## src/rtl/mem_stage_mc_pkg.sv

```systemverilog
// Shared types and lane helpers for the multi-cycle MEM stage.
package mem_pkg;

  localparam int MEM_XLEN = 32;

  // Access width, funct3 encoding
  typedef enum logic [2:0] {
    RW_B  = 3'b000,
    RW_H  = 3'b001,
    RW_W  = 3'b010,
    RW_BU = 3'b100,
    RW_HU = 3'b101
  } rw_type_e;

  typedef enum logic [1:0] {
    FLT_NONE     = 2'd0,
    FLT_MISALIGN = 2'd1,
    FLT_BUSERR   = 2'd2,
    FLT_TIMEOUT  = 2'd3
  } fault_e;

  typedef enum logic [1:0] {
    ST_IDLE = 2'd0,
    ST_WAIT = 2'd1,
    ST_RESP = 2'd2
  } mem_state_e;

  typedef struct packed {
    logic       MemRW;
    logic [2:0] RWType;
  } mem_ctrl_t;

  typedef struct packed {
    logic RegWrite;
    logic MemtoReg;
  } wb_ctrl_t;

  typedef struct packed {
    logic                Jump;
    logic                Branch;
    logic                InverseBranch;
    logic                zero;
    logic [MEM_XLEN-1:0] pc_incr;
    logic [MEM_XLEN-1:0] pc_offset;
    logic [MEM_XLEN-1:0] immediate;
    logic [MEM_XLEN-1:0] alu_result;
    logic [MEM_XLEN-1:0] rs2_data;
    logic [4:0]          rd_addr;
    mem_ctrl_t           mem_ctrl;
    wb_ctrl_t            wb_ctrl;
  } ex_mem_flow_t;

  typedef struct packed {
    logic [MEM_XLEN-1:0] pc_write;
    logic [MEM_XLEN-1:0] immediate;
    logic [MEM_XLEN-1:0] alu_result;
    logic [MEM_XLEN-1:0] data_in;
    logic [4:0]          rd_addr;
    wb_ctrl_t            wb_ctrl;
  } mem_wb_flow_t;

  // Byte lanes touched by an access of width rw at byte offset off
  function automatic logic [3:0] be_gen(input logic [2:0] rw, input logic [1:0] off);
    case (rw)
      RW_B, RW_BU: return 4'b0001 << off;
      RW_H, RW_HU: return 4'b0011 << off;
      default:     return 4'b1111;
    endcase
  endfunction

  // Halfwords must sit on even bytes, words on word boundaries
  function automatic logic is_misaligned(input logic [2:0] rw, input logic [1:0] off);
    case (rw)
      RW_H, RW_HU: return off[0];
      RW_W:        return off != 2'b00;
      default:     return 1'b0;
    endcase
  endfunction

  // Replicate the low bytes of store data into every lane so be picks the right one
  function automatic logic [MEM_XLEN-1:0] wdata_gen(input logic [2:0] rw,
                                                    input logic [MEM_XLEN-1:0] rs2);
    case (rw)
      RW_B, RW_BU: return {4{rs2[7:0]}};
      RW_H, RW_HU: return {2{rs2[15:0]}};
      default:     return rs2;
    endcase
  endfunction

endpackage

```

## src/rtl/mem_stage_mc_load_align.sv

```systemverilog
// Load alignment: move the addressed byte/halfword to bit 0 and extend it.
module load_align
  import mem_pkg::*;
(
  input  logic [MEM_XLEN-1:0] rdata,
  input  logic [1:0]          addr_lo,
  input  logic [2:0]          rw_type,
  output logic [MEM_XLEN-1:0] data
);

  logic [15:0] lane;

  // Select the addressed lane, then sign- or zero-extend by access type
  always_comb begin
    lane = 16'(rdata >> {addr_lo, 3'b000});
    case (rw_type)
      RW_B:    data = {{24{lane[7]}}, lane[7:0]};
      RW_H:    data = {{16{lane[15]}}, lane[15:0]};
      RW_BU:   data = {24'd0, lane[7:0]};
      RW_HU:   data = {16'd0, lane[15:0]};
      default: data = rdata;
    endcase
  end

endmodule

```

## src/rtl/mem_stage_mc.sv

```systemverilog
// Multi-cycle MEM stage: issues loads/stores on a req/ack bus, stalls upstream
// while the access is outstanding and presents the aligned result to MEM/WB.
//
// Handshake: an instruction on inflow is consumed in the cycle where
// in_valid & in_ready are both high; upstream holds inflow stable otherwise.
// out_valid marks a live outflow/fault for exactly that one cycle. On the
// memory side dm_req stays high with constant dm_we/addr/be/wdata until the
// cycle dm_ack is sampled high (or the timeout fires); dm_rdata/dm_err are
// only looked at together with dm_ack.
module mem_stage_mc
  import mem_pkg::*;
#(
  parameter int XLEN    = 32,
  parameter int TIMEOUT = 16,
  parameter int CNT_W   = $clog2(TIMEOUT + 1)
) (
  input  logic              clk,
  input  logic              rst_n,
  input  ex_mem_flow_t      inflow,
  input  logic              in_valid,
  output logic              in_ready,
  output mem_wb_flow_t      outflow,
  output logic              out_valid,
  output logic [1:0]        fault,
  output logic              PCSrc,
  output logic [XLEN-1:0]   pc_offset,
  output logic              dm_req,
  output logic              dm_we,
  output logic [XLEN-1:0]   dm_addr,
  output logic [3:0]        dm_be,
  output logic [XLEN-1:0]   dm_wdata,
  input  logic [XLEN-1:0]   dm_rdata,
  input  logic              dm_ack,
  input  logic              dm_err
);

  // A zero-width counter is not legal, keep at least one bit
  localparam int          CW     = (CNT_W < 1) ? 1 : CNT_W;
  localparam logic [31:0] TO_LIM = TIMEOUT;

  mem_state_e       state;
  logic [CW-1:0]    cnt;
  logic [XLEN-1:0]  cap_data;
  fault_e           cap_fault;

  // Request fields frozen for the whole WAIT phase
  logic             h_we;
  logic [XLEN-1:0]  h_addr;
  logic [3:0]       h_be;
  logic [XLEN-1:0]  h_wdata;
  logic [1:0]       h_off;
  logic [2:0]       h_rw;

  logic             is_load;
  logic             is_store;
  logic             is_mem;
  logic             misal;
  logic [1:0]       off_c;
  logic [XLEN-1:0]  addr_c;
  logic [3:0]       be_c;
  logic [XLEN-1:0]  wdata_c;
  logic             start_acc;
  logic [31:0]      cnt_inc;
  logic             timeout_hit;
  logic [XLEN-1:0]  ld_data;
  logic [XLEN-1:0]  data_sel;
  fault_e           flt;

  // Decode the incoming instruction and build the request it would issue
  always_comb begin
    is_load   = inflow.wb_ctrl.MemtoReg;
    is_store  = inflow.mem_ctrl.MemRW;
    is_mem    = is_load | is_store;
    off_c     = inflow.alu_result[1:0];
    misal     = is_misaligned(inflow.mem_ctrl.RWType, off_c);
    addr_c    = {inflow.alu_result[XLEN-1:2], 2'b00};
    be_c      = be_gen(inflow.mem_ctrl.RWType, off_c);
    wdata_c   = wdata_gen(inflow.mem_ctrl.RWType, inflow.rs2_data);
    start_acc = in_valid & is_mem & ~misal;
  end

  // The request cycle in IDLE counts as the first bus cycle, so the counter
  // enters WAIT at 1 and TIMEOUT counts every cycle dm_req was high
  always_comb begin
    cnt_inc     = 32'(cnt) + 32'd1;
    timeout_hit = (TIMEOUT != 0) && (cnt_inc == TO_LIM);
  end

  load_align u_load_align (
    .rdata   (dm_rdata),
    .addr_lo (h_off),
    .rw_type (h_rw),
    .data    (ld_data)
  );

  // Stage controller: IDLE issues, WAIT holds the request, RESP retires it
  always_ff @(posedge clk or negedge rst_n) begin
    if (!rst_n) begin
      state     <= ST_IDLE;
      cnt       <= '0;
      cap_data  <= '0;
      cap_fault <= FLT_NONE;
      h_we      <= 1'b0;
      h_addr    <= '0;
      h_be      <= '0;
      h_wdata   <= '0;
      h_off     <= '0;
      h_rw      <= '0;
    end else begin
      case (state)
        ST_IDLE: begin
          if (start_acc) begin
            state   <= ST_WAIT;
            cnt     <= (TIMEOUT != 0) ? CW'(1) : '0;
            h_we    <= is_store;
            h_addr  <= addr_c;
            h_be    <= be_c;
            h_wdata <= wdata_c;
            h_off   <= off_c;
            h_rw    <= inflow.mem_ctrl.RWType;
          end
        end
        ST_WAIT: begin
          if (dm_ack) begin
            cap_data  <= ld_data;
            cap_fault <= dm_err ? FLT_BUSERR : FLT_NONE;
            state     <= ST_RESP;
          end else if (timeout_hit) begin
            cap_data  <= '0;
            cap_fault <= FLT_TIMEOUT;
            state     <= ST_RESP;
          end else if (TIMEOUT != 0) begin
            cnt <= cnt_inc[CW-1:0];
          end
        end
        ST_RESP: begin
          state <= ST_IDLE;
          cnt   <= '0;
        end
        default: state <= ST_IDLE;
      endcase
    end
  end

  // Handshake, bus and fault outputs; reset forces the quiet values at once
  always_comb begin
    in_ready  = 1'b1;
    out_valid = 1'b0;
    flt       = FLT_NONE;
    data_sel  = '0;
    dm_req    = 1'b0;
    dm_we     = h_we;
    dm_addr   = h_addr;
    dm_be     = h_be;
    dm_wdata  = h_wdata;
    case (state)
      ST_IDLE: begin
        dm_we    = is_store & ~misal;
        dm_addr  = addr_c;
        dm_be    = be_c;
        dm_wdata = wdata_c;
        if (in_valid) begin
          if (!is_mem) begin
            out_valid = 1'b1;
          end else if (misal) begin
            out_valid = 1'b1;
            flt       = FLT_MISALIGN;
          end else begin
            dm_req   = 1'b1;
            in_ready = 1'b0;
          end
        end
      end
      ST_WAIT: begin
        dm_req   = 1'b1;
        in_ready = 1'b0;
      end
      ST_RESP: begin
        out_valid = 1'b1;
        flt       = cap_fault;
        data_sel  = cap_data;
      end
      default: ;
    endcase
    if (!rst_n) begin
      in_ready  = 1'b1;
      out_valid = 1'b0;
      flt       = FLT_NONE;
      dm_req    = 1'b0;
      dm_we     = 1'b0;
    end
  end

  // MEM/WB payload and redirect toward IF
  always_comb begin
    outflow.pc_write   = inflow.Jump ? inflow.pc_incr : inflow.pc_offset;
    outflow.immediate  = inflow.immediate;
    outflow.alu_result = inflow.alu_result;
    outflow.data_in    = data_sel;
    outflow.rd_addr    = inflow.rd_addr;
    outflow.wb_ctrl    = inflow.wb_ctrl;
    if (flt != FLT_NONE) outflow.wb_ctrl.RegWrite = 1'b0;
    fault     = flt;
    pc_offset = inflow.pc_offset;
    PCSrc     = rst_n & in_valid & in_ready &
                (inflow.Jump | (inflow.Branch & (inflow.InverseBranch ^ inflow.zero)));
  end

endmodule

```

## config.mk

```make
export PLATFORM = sky130hd
export DESIGN_NAME = mem_stage_mc
export DESIGN_NICKNAME = d
export VERILOG_FILES = /design/src/rtl/mem_stage_mc_pkg.sv /design/src/rtl/mem_stage_mc_load_align.sv /design/src/rtl/mem_stage_mc.sv
export SDC_FILE = /design/constraint.sdc
export NUM_CORES = 1
export LEC_CHECK = 0
export BUFFER_PORTS_ARGS = -buffer_cell sky130_fd_sc_hd__clkbuf_2
export CORE_AREA = 2 2 174 176
export CTS_CLUSTER_DIAMETER = 50
export CTS_CLUSTER_SIZE = 12
export DETAILED_ROUTE_END_ITERATION = 8
export DIE_AREA = 0 0 176 178
export GPL_TIMING_DRIVEN = 0
export HOLD_SLACK_MARGIN = 0.15
export PLACE_DENSITY = 0.5
export SYNTH_ARGS = -nofsm -noshare
export SYNTH_HDL_FRONTEND = slang
export SYNTH_SLANG_ARGS = --single-unit
```

## constraint.sdc

```tcl
create_clock -name clk -period 3.22 [get_ports clk]
set_clock_uncertainty 0.1 [all_clocks]
set_input_delay 0.966 -clock clk [delete_from_list [all_inputs] [get_ports clk]]
set_output_delay 0.966 -clock clk [all_outputs]
set_load 0.03 [all_outputs]
```

Word level (Yosys, flattened, before mapping)
Index checks and enable logic that the tools add are counted. W data, S select, Z words.

Bits of input ports: 212. Flip-flop bits (word level): 113. Output and inout bits: 242.

Eq/ne operators: 14. Shift operators: 3. Multiplexer cells: 43. $add $sub $neg: 1. Bitwise operators: 11. Reductions and logical operators: 13.

Operator list (count): $mux W32 (6); $pmux W32 S4 (1); $pmux W32 S2 (1); $shr A32 B5 Y16 (1); $mux W1 (16); $mux W5 (3); $pmux W5 S3 (1); $mux W2 (7); $eq A3 B3 Y1 const B (4); $pmux W1 S2 (4); $pmux W2 S2 (2); $pmux W4 S2 (1); $and A1 B1 Y1 (7); $add A5 B1 Y6 const B (1); $eq A3 B1 Y1 const B (2); $eq A6 B5 Y1 const B (1); $logic_not A3 Y1 (2); $ne A2 B2 Y1 const B (3); $reduce_and A2 Y1 (3); $reduce_bool A2 Y1 (3); $mux W4 (1); $reduce_and A4 Y1 (1); $reduce_or A2 Y1 (2); $shl A1 B2 Y4 const A (1); 10 further kinds (11).

Logic depth before layout (Yosys ltp)
Word-level depth: 10. Mapped depth: 8.

Modules after synthesis
From an unflattened synthesis, not the netlist that was laid out.

Cells, all modules: 771. Area, all modules: 7664.9 um2.

By module, submodules not included: mem_stage_mc (cells an instance 665, area each 6972.9 um2, instances 1); load_align (cells an instance 106, area each 691.9 um2, instances 1).

Worst setup path before layout
Ideal clock, no wire load.

Kind: input-to-output. Start point: input inflow[2] in the netlist's numbering. End point: output PCSrc. Stages on the path: 6. Buffers on the path: 1. Required time: 2.154 ns. Arrival time: 2.643 ns. Setup slack: -0.489 ns. Cell sequence: buf_2 nand2b_1 o32a_2 a31oi_4 a21oi_1 nor3_1.

Word-level cells in the longest chain between the ends: 10. Elaborated cells between the ends (all ways): 12.

RTL lines: start, declared (line mem_stage_mc.sv:19) `input ex_mem_flow_t inflow,`; $eq A3 B1 Y1 / $eq A3 B3 Y1 (equally long branches) (line mem_stage_mc_pkg.sv:73) `case (rw)`; $reduce_or A2 Y1 (line mem_stage_mc_pkg.sv:73); $pmux W1 S2 * (line mem_stage_mc_pkg.sv:73); $mux W1 * (line mem_stage_mc.sv:165) `end else if (misal) begin`; $mux W1 * (line mem_stage_mc.sv:163) `if (!is_mem) begin`; $mux W1 * (line mem_stage_mc.sv:162) `if (in_valid) begin`; $pmux W1 S2 * (line mem_stage_mc.sv:156) `case (state)`; $mux W1 * (line mem_stage_mc.sv:185) `if (!rst_n) begin`; $and A1 B1 Y1 * (2 in a row) (line mem_stage_mc.sv:205) `PCSrc = rst_n & in_valid & in_ready &`; end, declared (line mem_stage_mc.sv:25) `output logic PCSrc,`.

Every way passes the cells marked *; elsewhere a longest branch is shown, timed or not.

Worst setup path after layout
Ends and elaborated chain as after synthesis.

==> impl_metrics.yaml <==
floorplanning:
  row_count: 63
  core_area_um2: 29400
  io_pins: 454
  die_w_um: 176
  fp.dieArea_um2: 31330
  die_h_um: 178
  initial_core_util_pct: 25.64
clock_network:
  h-tree-depth: 4
  clock_latency_ns: 0.42
  cts.sinks: 113
  holdBufCountCts: 0
  cts_root_buffer: "clkbuf_16"
  cts_tree: "done"
  cts_buffers: 17
  clock_path_buffers: 2
  clkSlewWorstSetupHoldPaths_ns: 0.07
setup_path:
  rr_worst_depth: 6
  crit_fanout: 5
  crit-reg2reg-launch: "state[1]"
  cp-end-kind: "output pin"
  required_ns: 2.15
  worstSetupPathType: "in -> out"
  r2r_slack_ns: 0.89
  crit_arrival_ns: 2.24
  worstSetupStartpointType: "primary input"
  r2r-end: "cnt[0]"
sta:
  finalHoldViolations: 0
  max-slew-margin-rel_pct: 55.78
  whs_ns: 0.2944
  rsz0062_at_grt: "yes"
  finalSetupViolCount: 3
  period_needed_ns: 3.305
  finalMaxSlewViolations: 0
  worst_pin_slew_ns: 0.6582
  worst_slack_ns: -0.08454
  fin_crit_sh_pct: 102.6
  clock.fmax_mhz: 302.6
logic_synthesis:
  synth-async-reset-ratio_pct: 100.0
  synth.area.top_cells: "dfrtp_1, mux2_2, buf_4"
  yosysSeqAreaShare_pct: 37.50
  ys_warn_count: 0
  synth.most_common_cell: "mux2_2"
  synthFlopType: "dfrtp_1"
  synth_common_cells: "mux2_2, dfrtp_1, buf_4, nor2_1, nand2_1"
  synth_top_cell_area_share_pct: 37.50
  synth-edff-count: 0
  synth.largest_area_cell: "dfrtp_1"
  syn_area_um2: 7540
  ys_ff_latch: 113
  syn_area_per_cell_um2: 10.07
  syn_inst: 749
  ys_types: 51
routing:
  via_per_inst: 4.513
  vias: 7208
  drc: 0
  wirelength_mm: 27.53
  first_iter_violations: 260
  firstDrtPassIters: 5
  ant_nets: 0
  wl_per_cell_um: 17.24
run:
  maxCapViolations: 0
layout:
  syn_to_final_growth_pct: 50.45
  fillCellCount: 3025
  post-route-cell-area_um2: 11340
  fin_util_pct: 38.58
  finalNetCount: 1410
  drive_gt1_share_pct: 64.84
power:
  seq_power_share_pct: 24.4
  power.switching_mw: 4.440
  irDropWorstVdd_mv: 0.4350
  finalPower_mw: 9.972
  p_sw_share_pct: 44.53
  power.clock.fraction_pct: 20.2
  pwr-share-comb_pct: 55.4
  p_int_mw: 5.532
  powerDensity_nw_per_um2: 879.1
  p_leak_nw: 5.695
place:
  port_buffers: 412
  post_dp_cell_area_um2: 10200
  dp_hpwl_mm: 21.37
  place_congestion: 0.7985
global_routing:
  grt_pass1_vias: 6807
  antenna_found_initial: 2
  track_usage_pct: 16.85
  grt-ovfl-total: 0
  grt_max_degree: 46
  grt_pass1_wl_mm: 40.32
outcome:
  outcome: "complete, but fails checks"
  violations: "negative setup slack"
worst_hold_path:
  worstHoldPathType: "in -> async"
final cells by class:
cell class	count	area (um^2)	share of cell area, %
tap	390	488.0	4.302
sequential	113	2829	24.94
buffer	149	1119	9.861
clock buffer	18	439.2	3.872
antenna	1	2.502	0.02206
timing repair buffer	427	2342	20.65
inverter	7	26.28	0.2316
multi-input combinational	478	3920	34.56
clock inverter	14	177.7	1.566
cell usage in the layout, fill, tap and decap left out, drive strengths merged, types with 2 or more instances in the layout:
master	n
ha	5
nor2	60
clkinvlp	4
a31oi	4
a21boi	8
mux2i	34
nor3	3
nand3	6
inv	12
dfrtp	113
buf	162
o21ai	40
nand4	2
conb	2
mux2	130
clkbuf	431
nand2b	6
or3	2
nor2b	2
and3	2
nand2	44
bufinv	3
and2	34
a221o	22
o31ai	3
o2bb2ai	8
a21o	2
clkinv	2
a22o	2
a21oi	42
per-layer routing:
layer  routed length (um)  share of wire [%]  up-vias  GRT usage (%)
met5                   13              0.047        -              0
met4                  295                1.1        2          3.444
met3                 1961                7.1       22          4.049
met2                13450                 49      311          28.10
met1                11810                 43     3424          22.27
li1                     -                  -     3449              -
registers in the layout, summed over array words and instances, names as in the netlist:
register,flops
cap_data,32
cap_fault,2
cnt,5
h_addr,30
h_be,4
h_off,2
h_rw,3
h_wdata,32
h_we,1
state,2
how the worst max path moves through the flow:
| stage | from | slack [ns] | end | cells after the start |
|---|---|---|---|---|
| floorplan | inflow[2] | -0.06 | PCSrc | 6 |
| global placement | rst_n | -2.29 | PCSrc | 4 |
| detailed placement | state[0] | -0.74 | dm_wdata[18] | 7 |
| CTS | inflow[2] | -0.21 | PCSrc | 7 |
| global route | inflow[2] | -0.14 | PCSrc | 7 |
| finish | inflow[2] | -0.08 | PCSrc | 7 |
critical path, cell delays in order:
cell and delay (ns):
buf_8 0.10, nand2b_4 0.13, o32a_4 0.37, a31oi_4 0.18, a21oi_4 0.06, nor3_4 0.22, clkbuf_8 0.20
power by group through the flow:
stage / logic (mW) / clock network [mW] / registers (mW)
5_1_grt: 5.94 / 2.12 / 2.52
4_1_cts: 5.48 / 2.07 / 2.44
3_3_place_gp: 5.25 / 0 / 2.44
3_5_place_dp: 5.28 / 0 / 2.46
2_1_floorplan: 3.83 / 0 / 2.34
6_report: 5.52 / 2.02 / 2.44
kinds of logic (layout without fill, tap and decap cells):
kind of cell / after synthesis / after routing / synth area share, %
AOI/OAI and AO/OA: 139 / 139 / 12.70
other: 1 / 3 / 0.04974
adders and majority gates: 5 / 5 / 0.8297
buffers and inverters: 159 / 615 / 14.01
xor gates and xnor gates: 1 / 1 / 0.1162
DFF: 113 / 113 / 37.50
muxes: 165 / 165 / 24.23
and+or+nand+nor: 166 / 166 / 10.57
metrics by stage:
step	setup slack, ns	TNS (ns)	instances
2_1_floorplan	-0.05798	-0.05798	750
3_3_place_gp	-2.290	-163.90	1552
3_5_place_dp	-0.7400	-30.30	1553
4_1_cts	-0.2139	-1.556	1590
5_1_grt	-0.1374	-0.3502	1596
6_report	-0.08454	-0.1644	1597
timing repair:
| item | CTS | global route |
|---|---|---|
| pin swaps | 4 | 9 |
| endpoints found under the hold margin | 0 | 0 |
| gates cloned | 1 | 0 |
| setup endpoints to repair | 133 | 64 |
| gates resized for setup | 68 | 73 |
| setup buffers | 6 | 7 |
Note: power is estimated with default switching activity, not from simulation.
